===== config.mk =====
export PLATFORM = sky130hd
export DESIGN_NAME = cvp14_core
export DESIGN_NICKNAME = d
export VERILOG_FILES = /design/src/rtl/cvp14_pkg.sv /design/src/rtl/cvp14_alu.sv /design/src/rtl/cvp14_core.sv
export SDC_FILE = /design/constraint.sdc
export NUM_CORES = 1
export LEC_CHECK = 0
export ABC_AREA = 1
export ABC_CLOCK_PERIOD_IN_PS = 5600
export BUFFER_PORTS_ARGS = -buffer_cell sky130_fd_sc_hd__buf_2
export CAP_MARGIN = 40
export CORE_MARGIN = 3
export CORE_UTILIZATION = 45
export DETAILED_ROUTE_END_ITERATION = 8
export PLACE_DENSITY_LB_ADDON = 0.15
export SLEW_MARGIN = 20
export SYNTH_ARGS = -nofsm -noshare
export SYNTH_HDL_FRONTEND = slang
export SYNTH_SLANG_ARGS = --single-unit

===== constraint.sdc =====
create_clock -name Clk1 -period 5.6 [get_ports Clk1]
set_clock_uncertainty 0.15 [all_clocks]
set_input_delay 0.84 -clock Clk1 [delete_from_list [all_inputs] [get_ports Clk1]]
set_output_delay 0.84 -clock Clk1 [all_outputs]
set_load 0.01 [all_outputs]

===== src/rtl/cvp14_pkg.sv =====
// Shared definitions for the CVP14 core: opcodes, FSM states, instruction fields.
package cvp14_pkg;
  localparam logic [15:0] RESET_PC_DEF = 16'h0000;

  localparam logic [3:0] OP_NOP  = 4'h0;
  localparam logic [3:0] OP_ADD  = 4'h1;
  localparam logic [3:0] OP_SUB  = 4'h2;
  localparam logic [3:0] OP_AND  = 4'h3;
  localparam logic [3:0] OP_XOR  = 4'h4;
  localparam logic [3:0] OP_SLL  = 4'h5;
  localparam logic [3:0] OP_SLH  = 4'h6;
  localparam logic [3:0] OP_LD   = 4'h7;
  localparam logic [3:0] OP_ST   = 4'h8;
  localparam logic [3:0] OP_J    = 4'h9;
  localparam logic [3:0] OP_BEQZ = 4'hA;
  localparam logic [3:0] OP_HALT = 4'hF;

  localparam int OP_LSB = 12;
  localparam int RD_LSB = 9;
  localparam int RS_LSB = 6;
  localparam int RT_LSB = 3;

  typedef enum logic [2:0] {S_FETCH, S_DECODE, S_EXEC, S_LDWB, S_HALT} state_e;

  typedef struct packed {
    logic [3:0]  op;
    logic [2:0]  rd;
    logic [2:0]  rs;
    logic [2:0]  rt;
    logic [5:0]  imm6;
    logic [7:0]  imm8;
    logic [8:0]  imm9;
    logic [11:0] imm12;
  } instr_t;

  function automatic instr_t decode(input logic [15:0] ir);
    instr_t f;
    f.op    = ir[OP_LSB +: 4];
    f.rd    = ir[RD_LSB +: 3];
    f.rs    = ir[RS_LSB +: 3];
    f.rt    = ir[RT_LSB +: 3];
    f.imm6  = ir[5:0];
    f.imm8  = ir[7:0];
    f.imm9  = ir[8:0];
    f.imm12 = ir[11:0];
    return f;
  endfunction
endpackage


===== src/rtl/cvp14_alu.sv =====
// CVP14 ALU: ADD/SUB/AND/XOR with signed overflow.
// CVP14_SAT_ARITH_EN: saturate ADD/SUB results on overflow instead of wrapping.
module cvp14_alu
  import cvp14_pkg::*;
(
  input  logic [3:0]  op_i,
  input  logic [15:0] a_i,
  input  logic [15:0] b_i,
  output logic [15:0] y_o,
  output logic        ovf_o
);
  logic        sub;
  logic [15:0] b_eff;
  logic [15:0] sum;

  always_comb begin
    sub   = (op_i == OP_SUB);
    b_eff = sub ? ~b_i : b_i;
    sum   = a_i + b_eff + {15'd0, sub};
    y_o   = 16'h0000;
    ovf_o = 1'b0;
    case (op_i)
      OP_ADD, OP_SUB: begin
        // SUB is a + ~b + 1, so one sign test covers both operations
        ovf_o = (a_i[15] == b_eff[15]) && (sum[15] != a_i[15]);
`ifdef CVP14_SAT_ARITH_EN
        y_o = ovf_o ? (a_i[15] ? 16'h8000 : 16'h7FFF) : sum;
`else
        y_o = sum;
`endif
      end
      OP_AND:  y_o = a_i & b_i;
      OP_XOR:  y_o = a_i ^ b_i;
      default: y_o = 16'h0000;
    endcase
  end
endmodule


===== src/rtl/cvp14_core.sv =====
// CVP14 multi-cycle core: FETCH/DECODE/EXEC/LDWB/HALT over a 1-cycle-latency memory bus.
// CVP14_SAT_ARITH_EN (in cvp14_alu) selects saturating ADD/SUB.
module cvp14_core
  import cvp14_pkg::*;
#(
  parameter logic [15:0] RESET_PC = RESET_PC_DEF
) (
  input  logic        Clk1,
  input  logic        Reset,
  input  logic [15:0] DataIn,
  output logic [15:0] Addr,
  output logic        RD,
  output logic        WR,
  output logic [15:0] DataOut,
  output logic        V
);
  state_e            state_q;
  logic [15:0]       pc_q;
  logic [15:0]       ir_q;
  logic              v_q;
  logic [7:0][15:0]  rf_q;

  instr_t      f;
  logic [15:0] rs_val, rt_val, rd_val, ea, br_tgt, alu_y;
  logic        alu_ovf;

  assign f      = decode(ir_q);
  assign rs_val = rf_q[f.rs];
  assign rt_val = rf_q[f.rt];
  assign rd_val = rf_q[f.rd];
  assign ea     = rs_val + {10'd0, f.imm6};
  // pc_q already points past the branch by the time EXEC runs
  assign br_tgt = pc_q + {{7{f.imm9[8]}}, f.imm9};

  cvp14_alu u_alu (
    .op_i  (f.op),
    .a_i   (rs_val),
    .b_i   (rt_val),
    .y_o   (alu_y),
    .ovf_o (alu_ovf)
  );

  always_comb begin
    Addr    = pc_q;
    RD      = 1'b0;
    WR      = 1'b0;
    DataOut = 16'h0000;
    case (state_q)
      S_FETCH: RD = 1'b1;
      S_EXEC: begin
        if (f.op == OP_LD) begin
          Addr = ea;
          RD   = 1'b1;
        end else if (f.op == OP_ST) begin
          Addr    = ea;
          WR      = 1'b1;
          DataOut = rd_val;
        end
      end
      default: ;
    endcase
    // Keep the bus quiet while reset is held, whatever state we were in
    if (Reset) begin
      RD      = 1'b0;
      WR      = 1'b0;
      DataOut = 16'h0000;
    end
  end

  always_ff @(posedge Clk1) begin
    if (Reset) begin
      state_q <= S_FETCH;
      pc_q    <= RESET_PC;
      ir_q    <= 16'h0000;
      v_q     <= 1'b0;
      rf_q    <= '0;
    end else begin
      case (state_q)
        S_FETCH:  state_q <= S_DECODE;
        S_DECODE: begin
          ir_q    <= DataIn;
          pc_q    <= pc_q + 16'd1;
          state_q <= S_EXEC;
        end
        S_EXEC: begin
          state_q <= S_FETCH;
          case (f.op)
            OP_ADD, OP_SUB: begin
              rf_q[f.rd] <= alu_y;
              v_q        <= alu_ovf;
            end
            OP_AND, OP_XOR: rf_q[f.rd] <= alu_y;
            OP_SLL:  rf_q[f.rd][7:0]  <= f.imm8;
            OP_SLH:  rf_q[f.rd][15:8] <= f.imm8;
            OP_LD:   state_q <= S_LDWB;
            OP_J:    pc_q <= {pc_q[15:12], f.imm12};
            OP_BEQZ: if (rd_val == 16'h0000) pc_q <= br_tgt;
            OP_HALT: state_q <= S_HALT;
            default: ;
          endcase
        end
        S_LDWB: begin
          rf_q[f.rd] <= DataIn;
          state_q    <= S_FETCH;
        end
        S_HALT:  state_q <= S_HALT;
        default: state_q <= S_FETCH;
      endcase
    end
  end

  assign V = v_q;
endmodule


==> key figures <==
Global route
  – GRT Util Overall: a little under 40%
  – Largest net degree at the start of global routing: 90
  – Global-route wire length before repair: ~120 mm
  – Vias in the first global route: around 20000
  – Initial antenna violation count: 0
  – Remaining Overflow, GRT: 0

Cells and area
  – Multi-input logic area: between 10000 and 15000 um2
  – Most frequent cells in the layout: nand2_1 (596), a21oi_1 (419), o21ai_0 (374)
  – Final cell count without fillers: approximately 3300
  – Nets: 2864
  – FILL cells: between 3000 and 4000
  – Post-route core utilization: between 40 and 50%
  – Most common cell after layout, fill and taps aside: nand2_1
  – Layout area overhead: 7.405%
  – Fin area: between 15000 and 20000 um2
  – Layout cells sized above 1: about a tenth
  – Seq. cell area: 3288 um2
  – Number of diodes: 0

STA
  – Clock period minus worst slack: approximately 5 ns
  – Final WS setup: a little over 0.6 ns
  – Fmax: 0.2003 GHz
  – Slew HR: a little under two fifths
  – Final Hold Viols: 0
  – Measured slew at the worst slew-check pin: 0.9250 ns
  – Ratio of final minimum period to clock period: roughly nine tenths
  – Final setup violation count: 0
  – Worst Hold Slack: between 0.3 and 0.4 ns
  – Final Slew Violations: 0
  – RSZ-0062 raised after global routing: no
  – Setup TNS: 0 ns

Floorplanning
  – Rows: 70
  – Die Y: roughly 200 um
  – Io pins: 53
  – Die area: between 30000 and 40000 um2
  – Die X: around 200 um
  – Core ar.: between 30000 and 40000 um2
  – Initial Utilization: 45.77%

Worst setup path
  – Worst EP arrival: roughly 4.0 ns
  – Master of the slowest instance on the critical path: fa_1
  – Startpoint Class: flop
  – CP Max Fanout: 28
  – Buf+Inv Stages, Crit Path: 7
  – Cell family with most CP delay: simple AND/OR/NAND/NOR gates
  – Levels on crit path: 25
  – CP endpoint kind: primary output
  – Critical setup path kind: flop to primary output
  – Slowest stage delay, CP: between 0.4 and 0.5 ns
  – Most common cell on crit path: nand2_1
  – Worst Reg2Reg Path Length in Cells: 16
  – WP data required: 4.61 ns

Power and ir drop
  – Leakage: between 7 and 8 nW
  – Power Density: 246.5 nW/um2
  – Pwr Total: 4.446 mW
  – VDD IR max: about 0.23 mV

Clocking
  – H-tree lvl count: 4
  – Hold_buf cts: 0
  – Setup Buffers After CTS: 0
  – Clock transition at path regs: around 0.08 ns
  – Clock root buffer: clkbuf_16
  – Clock Latency Late Sink: between 0.4 and 0.5 ns
  – Post-CTS sizing: 0
  – # clock sinks: approximately 160
  – CTS buffer count: 17
  – CTS tree: yes
  – CTS Buffer Depth: 2

Status
  – Status: finished, final reports clean

Synthesis
  – Ys Warns: 0
  – Ys flop type: dfxtp_1
  – Fraction of registers with async set/reset: 0%
  – Sequential-to-total area share from yosys stat: between 10% and 20%
  – Syn_area_per_cell: 5.904 um2
  – Synthesized area: 16800 um2
  – Yosys reg bits: roughly 160
  – Distinct cells, synth: 61
  – Post-Syn Nets: around 3000
  – Synth Instances: 2845
  – Post-synth EDFFs: 0

Worst hold path
  – Hold Path Depth: 2
  – Hold/Removal Path Class: flop to flop

Placed design
  – DP Area: 17430 um2
  – Dpl hpwl: ~52 mm
  – Placer Congestion: 0.9801
  – Setup WS pre-CTS: between 1 and 1.5 ns
  – Placed Instances: around 3200
  – Port-buffer cells: between 50 and 60

Detailed routing
  – # DRC: 0
  – Routed WL: ~79 mm
  – Detail Route Antenna Nets: 0
  – Avg WL per Cell: roughly 24 um
  – Initial DRC count: roughly 3700
  – Via-per-instance ratio: between 6 and 7
  – Vias: approximately 22000
  – Pre-Repair DR Iteration Count: 7

Run
  – Max-Cap Viols: 0
registers in the layout, indices dropped and copies added, names as in the netlist:
name and flops:
ir_q 16, state_q 3, pc_q 16, V 1, rf_q 128
cells by family (layout without fill, tap and decap cells):
family | Yosys count | in the layout | synth area share [%]
AOI/OAI and AO/OA | 1108 | 1108 | 37.98
xor gates and xnor gates | 26 | 26 | 1.401
adders and majority gates | 55 | 55 | 4.231
buffers and inverters | 497 | 456 | 12.16
DFF | 164 | 164 | 19.55
muxes | 1 | 1 | 0.05960
and+or+nand+nor | 994 | 994 | 24.62
per-layer routing:
metal / part of all wire [%] / vias to the layer above / track usage (%) / wire length [um]
li1: - / 9733 / - / -
met1: 39 / 9795 / 49.97 / 30340
met2: 41 / 1632 / 57.37 / 32140
met3: 13 / 375 / 10.50 / 10330
met4: 7.5 / 0 / 23.84 / 5943
met5: 0 / - / 0 / 0
power breakdown:
part / switching, mW / internal [mW] / total (mW)
Sequential: 0.0652 / 1.22 / 1.28
Clock: 0.579 / 0.707 / 1.29
Combinational: 1.34 / 0.539 / 1.88
area by class of cell:
class                   instances  share of cell area (%)
multi-input cells            2184                   63.73
flip-flops and latches        164                   18.23
inverters                     297                   6.201
repair buffers                127                   5.243
well taps                     468                   3.246
clock buffers                  21                   2.663
clock inverters                11                  0.6936
cells in the mapped netlist (all sizes together) (20+ instances only):
| library cell | number | share of area (%) |
|---|---|---|
| ha | 52 | 3.9 |
| o211ai | 37 | 1.7 |
| buf | 87 | 3.0 |
| o22ai | 86 | 3.2 |
| nand2 | 614 | 14 |
| nand3 | 121 | 3.8 |
| clkbuf | 113 | 2.5 |
| o21ai | 392 | 12 |
| dfxtp | 164 | 20 |
| nor3 | 23 | 0.84 |
| o221ai | 20 | 1.0 |
| a221oi | 41 | 2.2 |
| inv | 294 | 6.6 |
| nor2 | 204 | 4.7 |
| a21oi | 427 | 13 |
| a31oi | 26 | 1.3 |
final timing paths:
check	slack (ns)	end	startpoint
worst min register to register	0.37	state_q[2]$_SDFF_PP0_	ir_q[15]$_SDFFE_PP0P_
worst min-delay path	0.37	state_q[2]$_SDFF_PP0_	ir_q[15]$_SDFFE_PP0P_
worst max register to register	1.20	rf_q[4]$_SDFFE_PP0P_	ir_q[3]$_SDFFE_PP0P_
worst max-delay path	0.61	Addr[14]	ir_q[6]$_SDFFE_PP0P_
worst reg2reg max path, stage by stage (launching register included):
cell and delay [ns]:
dfxtp_2 0.34, buf_4 0.69, o21ai_0 0.23, nand2_1 0.13, nor2_1 0.06, a31oi_1 0.44, xor2_1 0.14, ha_1 0.39
a21oi_1 0.15, nand2_1 0.16, or2_2 0.31, nand3_1 0.06, nand3_1 0.20, inv_1 0.37, o22ai_1 0.11, o21ai_0 0.19
a221oi_1 0.12
Note: power is estimated with default switching activity, not from simulation.
